==> config.mk <==
export PLATFORM = sky130hd
export DESIGN_NAME = mul_seq_flat
export DESIGN_NICKNAME = d
export VERILOG_FILES = /design/src/rtl/mul_seq_if.sv /design/src/rtl/mul_seq.sv /design/src/flat_wrapper.sv
export SDC_FILE = /design/constraint.sdc
export NUM_CORES = 1
export LEC_CHECK = 0
export ABC_AREA = 1
export CORE_MARGIN = 4
export CORE_UTILIZATION = 40
export CTS_CLUSTER_SIZE = 30
export DETAILED_ROUTE_END_ITERATION = 8
export PLACE_DENSITY = 0.77
export SLEW_MARGIN = 20
export SYNTH_ARGS = -nofsm -noshare
export SYNTH_HDL_FRONTEND = slang
export SYNTH_SLANG_ARGS = --single-unit
==> constraint.sdc <==
create_clock -name clk_i -period 4.4 [get_ports clk_i]
set_input_delay 1.1 -clock clk_i [delete_from_list [all_inputs] [get_ports clk_i]]
set_output_delay 1.1 -clock clk_i [all_outputs]
set_load 0.005 [all_outputs]
==> src/rtl/mul_seq_if.sv <==
// Handshake and array-side bundle for the mul_seq sequencer.
// The slave modport is the sequencer; the master is issue logic plus the mul array.
interface mul_seq_if #(
    parameter int N = 64
);
    logic             req_valid;
    logic             req_ready;
    logic [1:0]       op;
    logic [N/2-1:0]   src_a;
    logic [N/2-1:0]   src_b;
    logic             flush;
    logic [N/2-1:0]   mul_a;
    logic [N/2-1:0]   mul_b;
    logic [N-1:0]     mul_y;
    logic             resp_valid;
    logic             resp_ready;
    logic [N/2-1:0]   result;
    logic             busy;

    modport slave (
        input  req_valid, op, src_a, src_b, flush, mul_y, resp_ready,
        output req_ready, mul_a, mul_b, resp_valid, result, busy
    );

    modport master (
        output req_valid, op, src_a, src_b, flush, mul_y, resp_ready,
        input  req_ready, mul_a, mul_b, resp_valid, result, busy
    );
endinterface

==> src/rtl/mul_seq.sv <==
// Multi-cycle sequencer around an unsigned N/2 x N/2 array multiplier.
// Applies RISC-V M signedness via operand magnitudes and product negation.
module mul_seq #(
    parameter int N           = 64,
    parameter int WAIT_CYCLES = 2
) (
    input  logic       clk_i,
    input  logic       reset_i,
    mul_seq_if.slave   bus
);
    localparam int H = N / 2;
    localparam logic [H-1:0] ONE_H = {{(H-1){1'b0}}, 1'b1};
    localparam logic [N-1:0] ONE_N = {{(N-1){1'b0}}, 1'b1};
    localparam logic [3:0]   CNT_INIT = 4'(WAIT_CYCLES - 1);

    generate
        if (WAIT_CYCLES < 1 || WAIT_CYCLES > 15) begin : g_bad_wait
            $error("mul_seq: WAIT_CYCLES must be in 1..15");
        end
    endgenerate

    typedef enum logic [1:0] {
        IDLE   = 2'd0,
        SETTLE = 2'd1,
        DONE   = 2'd2
    } state_t;

    state_t       state_q;
    logic [3:0]   cnt_q;
    logic [H-1:0] mul_a_q;
    logic [H-1:0] mul_b_q;
    logic [H-1:0] result_q;
    logic         resp_valid_q;
    logic         neg_q;
    logic         hi_q;

    logic         a_neg;
    logic         b_neg;
    logic [H-1:0] mul_a_d;
    logic [H-1:0] mul_b_d;
    logic [N-1:0] prod_signed;
    logic [H-1:0] result_d;

    // MUL/MULH/MULHSU treat a as signed; only MUL/MULH treat b as signed.
    assign a_neg   = (bus.op != 2'b11) && bus.src_a[H-1];
    assign b_neg   = (bus.op[1] == 1'b0) && bus.src_b[H-1];
    assign mul_a_d = a_neg ? (~bus.src_a) + ONE_H : bus.src_a;
    assign mul_b_d = b_neg ? (~bus.src_b) + ONE_H : bus.src_b;

    assign prod_signed = neg_q ? (~bus.mul_y) + ONE_N : bus.mul_y;
    assign result_d    = hi_q ? prod_signed[N-1:H] : prod_signed[H-1:0];

    always_ff @(posedge clk_i or posedge reset_i) begin
        if (reset_i) begin
            state_q      <= IDLE;
            cnt_q        <= 4'd0;
            mul_a_q      <= '0;
            mul_b_q      <= '0;
            result_q     <= '0;
            resp_valid_q <= 1'b0;
            neg_q        <= 1'b0;
            hi_q         <= 1'b0;
        end else if (bus.flush) begin
            state_q      <= IDLE;
            resp_valid_q <= 1'b0;
        end else begin
            case (state_q)
                IDLE: begin
                    if (bus.req_valid) begin
                        mul_a_q <= mul_a_d;
                        mul_b_q <= mul_b_d;
                        neg_q   <= a_neg ^ b_neg;
                        hi_q    <= (bus.op != 2'b00);
                        cnt_q   <= CNT_INIT;
                        state_q <= SETTLE;
                    end
                end
                SETTLE: begin
                    // mul_y is trusted only on this final settle edge.
                    if (cnt_q == 4'd0) begin
                        result_q     <= result_d;
                        resp_valid_q <= 1'b1;
                        state_q      <= DONE;
                    end else begin
                        cnt_q <= cnt_q - 4'd1;
                    end
                end
                DONE: begin
                    if (bus.resp_ready) begin
                        resp_valid_q <= 1'b0;
                        state_q      <= IDLE;
                    end
                end
                default: begin
                    state_q <= IDLE;
                end
            endcase
        end
    end

    assign bus.req_ready  = (state_q == IDLE) && !bus.flush;
    assign bus.busy       = (state_q != IDLE);
    assign bus.mul_a      = mul_a_q;
    assign bus.mul_b      = mul_b_q;
    assign bus.result     = result_q;
    assign bus.resp_valid = resp_valid_q;
endmodule

==> src/flat_wrapper.sv <==
// flat-port wrapper written by rule: the top's interface ports become plain ports
module mul_seq_flat 
#(
    parameter int N           = 64,
    parameter int WAIT_CYCLES = 2
)
  (clk_i, reset_i, bus_req_valid, bus_op, bus_src_a, bus_src_b, bus_flush, bus_mul_y, bus_resp_ready, bus_req_ready, bus_mul_a, bus_mul_b, bus_resp_valid, bus_result, bus_busy);
  mul_seq_if #(.N(N)) bus_i ();
  input  logic clk_i;
  input  logic reset_i;
  input wire logic [$bits(bus_i.req_valid)-1:0] bus_req_valid;
  input wire logic [$bits(bus_i.op)-1:0] bus_op;
  input wire logic [$bits(bus_i.src_a)-1:0] bus_src_a;
  input wire logic [$bits(bus_i.src_b)-1:0] bus_src_b;
  input wire logic [$bits(bus_i.flush)-1:0] bus_flush;
  input wire logic [$bits(bus_i.mul_y)-1:0] bus_mul_y;
  input wire logic [$bits(bus_i.resp_ready)-1:0] bus_resp_ready;
  output wire logic [$bits(bus_i.req_ready)-1:0] bus_req_ready;
  output wire logic [$bits(bus_i.mul_a)-1:0] bus_mul_a;
  output wire logic [$bits(bus_i.mul_b)-1:0] bus_mul_b;
  output wire logic [$bits(bus_i.resp_valid)-1:0] bus_resp_valid;
  output wire logic [$bits(bus_i.result)-1:0] bus_result;
  output wire logic [$bits(bus_i.busy)-1:0] bus_busy;
  assign bus_i.req_valid = bus_req_valid;
  assign bus_i.op = bus_op;
  assign bus_i.src_a = bus_src_a;
  assign bus_i.src_b = bus_src_b;
  assign bus_i.flush = bus_flush;
  assign bus_i.mul_y = bus_mul_y;
  assign bus_i.resp_ready = bus_resp_ready;
  assign bus_req_ready = bus_i.req_ready;
  assign bus_mul_a = bus_i.mul_a;
  assign bus_mul_b = bus_i.mul_b;
  assign bus_resp_valid = bus_i.resp_valid;
  assign bus_result = bus_i.result;
  assign bus_busy = bus_i.busy;
  mul_seq #(.N(N), .WAIT_CYCLES(WAIT_CYCLES)) u_core (.clk_i(clk_i), .reset_i(reset_i), .bus(bus_i));
endmodule
* Word-level counts from Yosys, hierarchy flattened
Cells that the tools add are included.
** Cells by class
- Mux-type cells :: 16
- Reduce and logical (&&, ||, !) cells :: 15
- Add/subtract/negate cells :: 4
- Eq/ne operators :: 8
- Bitwise operators :: 6
** Operators with widths (number)
- $mux W32 :: 3
- $add A32 B1 Y32 const B :: 2
- $add A64 B1 Y64 const B :: 1
- $mux W64 :: 1
- $not A32 Y32 :: 2
- $not A64 Y64 :: 1
- $reduce_and A3 Y1 :: 4
- $mux W2 :: 4
- $mux W4 :: 2
- $pmux W4 S2 :: 1
- $ne A2 B2 Y1 const B :: 3
- $ne A3 B3 Y1 const B :: 2
- $pmux W2 S3 :: 1
- $reduce_bool A2 Y1 :: 3
- $logic_not A4 Y1 :: 1
- $reduce_and A4 Y1 :: 1
- $sub A4 B1 Y4 const B :: 1
- $logic_and A1 B1 Y1 :: 3
- $mux W1 :: 3
- $ne A3 B2 Y1 const B :: 1
- $reduce_bool A3 Y1 :: 1
- $eq A2 B1 Y1 const B :: 1
- $eq A2 B2 Y1 const B :: 1
- $logic_not A2 Y1 :: 1
- other kinds (4) :: 5
** Word-level totals
- Word-level logic and storage cells :: 57
- Output and inout port bits :: 99
- Flip-flop bits (word level) :: 105
- Input port bits :: 135

* Logic depth before layout (Yosys ltp)
- Depth after elaboration :: 4
- Mapped depth :: 14
- Gate-level depth less buffers :: 13

* Worst setup path after synthesis
Ideal clock, no wire load.
- Path kind :: input to register
- From :: input bus_mul_y[0]
- To :: register u_core.result_q[26] (netlist: u_core.bus.result[26])
- Arrival :: 2312 ps
- Slack :: 2011 ps
- Data required time :: 4323 ps
- Setup time :: 77 ps
- Cell stages on the path :: 12
- Path buffers :: 0
- Cell sequence :: inv_1 > ha_1 > nand3_1 > nor2_2 > nand2_1 > nand2_1 > nand2_1 > inv_2 > nand2_1 > nand2_1 > nand3_1 > a21oi_1
** Between the ends
- Word-level cells in the longest chain between the ends :: 4
** Ends and longest elaborated chain
- start: declaration :: line flat_wrapper.sv:16 : input wire logic [$bits(bus_i.mul_y)-1:0] bus_mul_y;
- $not A64 Y64 :: line mul_seq.sv:50 : assign prod_signed = neg_q ? (~bus.mul_y) + ONE_N : bus.mul_y;
- $add A64 B1 Y64 :: line mul_seq.sv:50
- $mux W64 :: line mul_seq.sv:50
- $mux W32 :: line mul_seq.sv:51 : assign result_d = hi_q ? prod_signed[N-1:H] : prod_signed[H-1:0];
- end signal: assignment :: line mul_seq.sv:81 : result_q <= result_d;
- end: declaration :: line mul_seq.sv:32 : logic [H-1:0] result_q;
Every way passes these cells.
A chain may end at the register's enable or synchronous reset.

* Worst setup path after layout
- From :: input bus_flush
- To :: output bus_req_ready
** Between the ends
- Word-level cells in the longest chain between the ends :: 2
** Ends and longest elaborated chain
- start: declaration :: line flat_wrapper.sv:15 : input wire logic [$bits(bus_i.flush)-1:0] bus_flush;
- $logic_not A1 Y1 :: line mul_seq.sv:101 : assign bus.req_ready = (state_q == IDLE) && !bus.flush;
- $logic_and A1 B1 Y1 :: line mul_seq.sv:101
- end: declaration :: line flat_wrapper.sv:18 : output wire logic [$bits(bus_i.req_ready)-1:0] bus_req_ready;
Every way passes these cells.

==> flow_summary.yaml <==
final_layout:
  area_growth_syn_to_layout_pct: 34.5
  antenna_cells: 0
  drive_above_1_share_pct: 3.95
  fin_area_sq_um: 11100
  fin_nets: 1702
  fillCellCount: 2014
  fin_util_pct: 54.8
worst_setup_path:
  cp_max_fo: 5
  worstPathRequired_ps: 3300
  startpoint_type: "input port"
  crit_path_start: "bus_flush"
  reg2reg_depth: 6
  endpoint: "bus_req_ready"
  r2r-end: "u_core.bus.result[19]"
  r2r-start: "u_core.hi_q"
  critical_path_class: "in2out"
  rrSetupSlack_ps: 1910
  worstPathArrival_ps: 2280
  cp-end-kind: "primary output"
drt:
  routed_wl_microns: 33000
  route.detailed.drc: 0
  dr.pass1.iters: 5
  vias_per_cell: 5.26
  ant_nets: 0
  wl_per_cell_microns: 17.9
  drt_iter0_markers: 820
  num_vias: 9674
synth:
  async_reset_ff_share_pct: 100
  yosys.area.top_type: "dfrtp_1"
  synthCells: 1349
  syn-cell-area_sq_um: 8240
  ys_seq_area_share_pct: 31.9
  synth_nets: 1488
  yosysWarnings: 0
  synth_edf_count: 0
  avgSynthCellArea_sq_um: 6.11
  yosysUniqueCellTypes: 39
  synth_ff_type: "dfrtp_1"
  ys_ff_latch: 105
  synth_area_leaders: "dfrtp_1 32%, nand2_1 19%, nor2_1 9.7%, nand3_1 9.1%, inv_1 6.3%"
  synth_top_area_share_pct: 31.9
pwr:
  vdd_drop_max_mv: 0.260
  power_density_nw_per_um2: 503
  p_leak_nw: 5.15
sta:
  finalCriticalPeriod_ps: 3380
  clock_skew_ps: 5.91
  holdWs_ps: 484
  setup_tns_ps: 0
  rsz0062_at_grt: "no"
  slew_violations: 0
  hold_violations: 0
  fmax_ghz: 0.296
  tightest_slew_ps: 998
  setup_viol: 0
  relSlewSlack_pct: 33.0
  finalCritPeriodShare_pct: 76.9
cts:
  cts_setup_buffers: 0
  clk_latency_ps: 370
  cts_tree: "built"
  cts_buffer_depth: 2
  cts_root_buffer: "clkbuf_16"
  cts_resized: 0
  cts_htree_levels: 3
  ctsHoldBuffers: 0
  clkTransAtPathRegs_ps: 80
  cts_buffers: 9
  clock_sinks: 105
global_routing:
  grtUsageTotal_pct: 28.7
  overflow: 0
  grt_pass1_wl_microns: 50800
  antenna_found_initial: 0
  grt_max_degree: 55
  grt_pass1_vias: 9528
place:
  hpwl_microns: 26100
  place_area_sq_um: 10800
  portBuffers: 233
  place_congestion: 1.02
run:
  drv_cap: 0
floorplan:
  dieArea_sq_um: 23000
  rows: 52
  core_sq_um: 20200
  io_pins: 234
  fp.dieH_microns: 152
  die_x_microns: 152
  initial_utilization_pct: 40.7
worst_hold_path:
  worstHoldPathCells: 2
  hold_class: "reg2reg"
run_status:
  status: "complete, no violations"
[through the flow]
| step | instances | power (mW) | setup WS, ps |
|---|---|---|---|
| 2_1_floorplan | 1349 | 3.14 | 539 |
| 3_3_place_gp | 1822 | 4.73 | 1010 |
| 3_5_place_dp | 1822 | 4.77 | 949 |
| 4_1_cts | 1838 | 5.61 | 1020 |
| 5_1_grt | 1838 | 6.02 | 966 |
| 6_report | 1838 | 5.58 | 1020 |
[layout by cell type, fill, tap and decap left out, drive strengths merged]
| master | n |
|---|---|
| nand2 | 419 |
| buf | 10 |
| o21ai | 107 |
| nand3b | 19 |
| inv | 148 |
| o41ai | 1 |
| ha | 4 |
| a21o | 1 |
| xor2 | 35 |
| clkbuf | 10 |
| nand3 | 150 |
| nor4 | 2 |
| o21bai | 1 |
| nor3 | 7 |
| nand4 | 13 |
| nor2 | 223 |
| clkdlybuf4s50 | 233 |
| a31oi | 9 |
| clkinvlp | 2 |
| clkinv | 4 |
| or2 | 8 |
| a311oi | 1 |
| dfrtp | 105 |
| xnor2 | 1 |
| o31ai | 5 |
| a21oi | 50 |
[layer usage]
metal / wire length, microns / share of wire, % / up-vias / track usage [%]
met3: 3260 / 9.9 / 60 / 7.56
met5: 0 / 0 / - / 0
met2: 15600 / 47 / 445 / 48.4
li1: - / - / 4724 / -
met4: 1170 / 3.6 / 0 / 11.2
met1: 12900 / 39 / 4445 / 34.9
[cell families (layout without fill, tap and decap cells)]
group / count (synthesis) / count (layout) / synth area share, %
XOR/XNOR: 36 / 36 / 3.83
AND/OR/NAND/NOR: 841 / 841 / 43.1
buffers and inverters: 188 / 407 / 9.25
adder cells (fa/ha/maj): 4 / 4 / 0.608
AO/OA/AOI/OAI: 175 / 175 / 11.3
flip-flops: 105 / 105 / 31.9
[where the power goes]
group          internal (mW)  switching, mW
Combinational           1.41           1.59
Sequential              1.43          0.330
Clock                  0.394          0.418
[state kept, by name, indices dropped and copies added (netlist names)]
name,count
u_core.state_q,2
u_core.cnt_q,4
u_core.hi_q,1
u_core.bus.mul_b,32
u_core.bus.mul_a,32
u_core.bus.resp_valid,1
u_core.neg_q,1
u_core.bus.result,32
[how the worst min path moves through the flow]
stage / start / to / slack (ps)
global route: u_core.bus.mul_b[8] / u_core.bus.mul_b[8] / 510
finish: u_core.bus.mul_a[17] / u_core.bus.mul_a[17] / 480
global placement: u_core.bus.mul_b[26] / u_core.bus.mul_b[26] / 460
floorplan: u_core.cnt_q[2] / u_core.cnt_q[2] / 460
detailed placement: u_core.bus.mul_b[25] / u_core.bus.mul_b[25] / 470
CTS: u_core.bus.mul_a[17] / u_core.bus.mul_a[17] / 490
[synthesized netlist by cell type, types with 5 or more instances]
library cell and number:
inv_1 139, buf_2 12, inv_2 6, nand4_1 12, nand3b_1 19, o21ai_1 25, a21oi_1 49, buf_4 6
nor2_2 7, nor3_1 6, nor2_1 212, a31oi_1 9, nand2_1 418, or2_2 8, xor2_1 35, o21ai_0 78
o31ai_1 5, clkbuf_1 15, dfrtp_1 105, nand3_1 150
[cell type report]
cell class / count / area, sq um / area share, %
Clock inverter: 6 / 51.3 / 0.463
Inverter: 148 / 561 / 5.06
Sequential cell: 105 / 2630 / 23.7
Tap cell: 270 / 338 / 3.05
Multi-Input combinational cell: 1056 / 4860 / 43.8
Timing Repair Buffer: 243 / 2420 / 21.8
Clock buffer: 10 / 229 / 2.07
[critical path, stage by stage]
cell             delay, ps
clkdlybuf4s50_1        530
nor2_1                 150
clkdlybuf4s50_1        510
No activity file was read; power rests on OpenSTA's default activity.
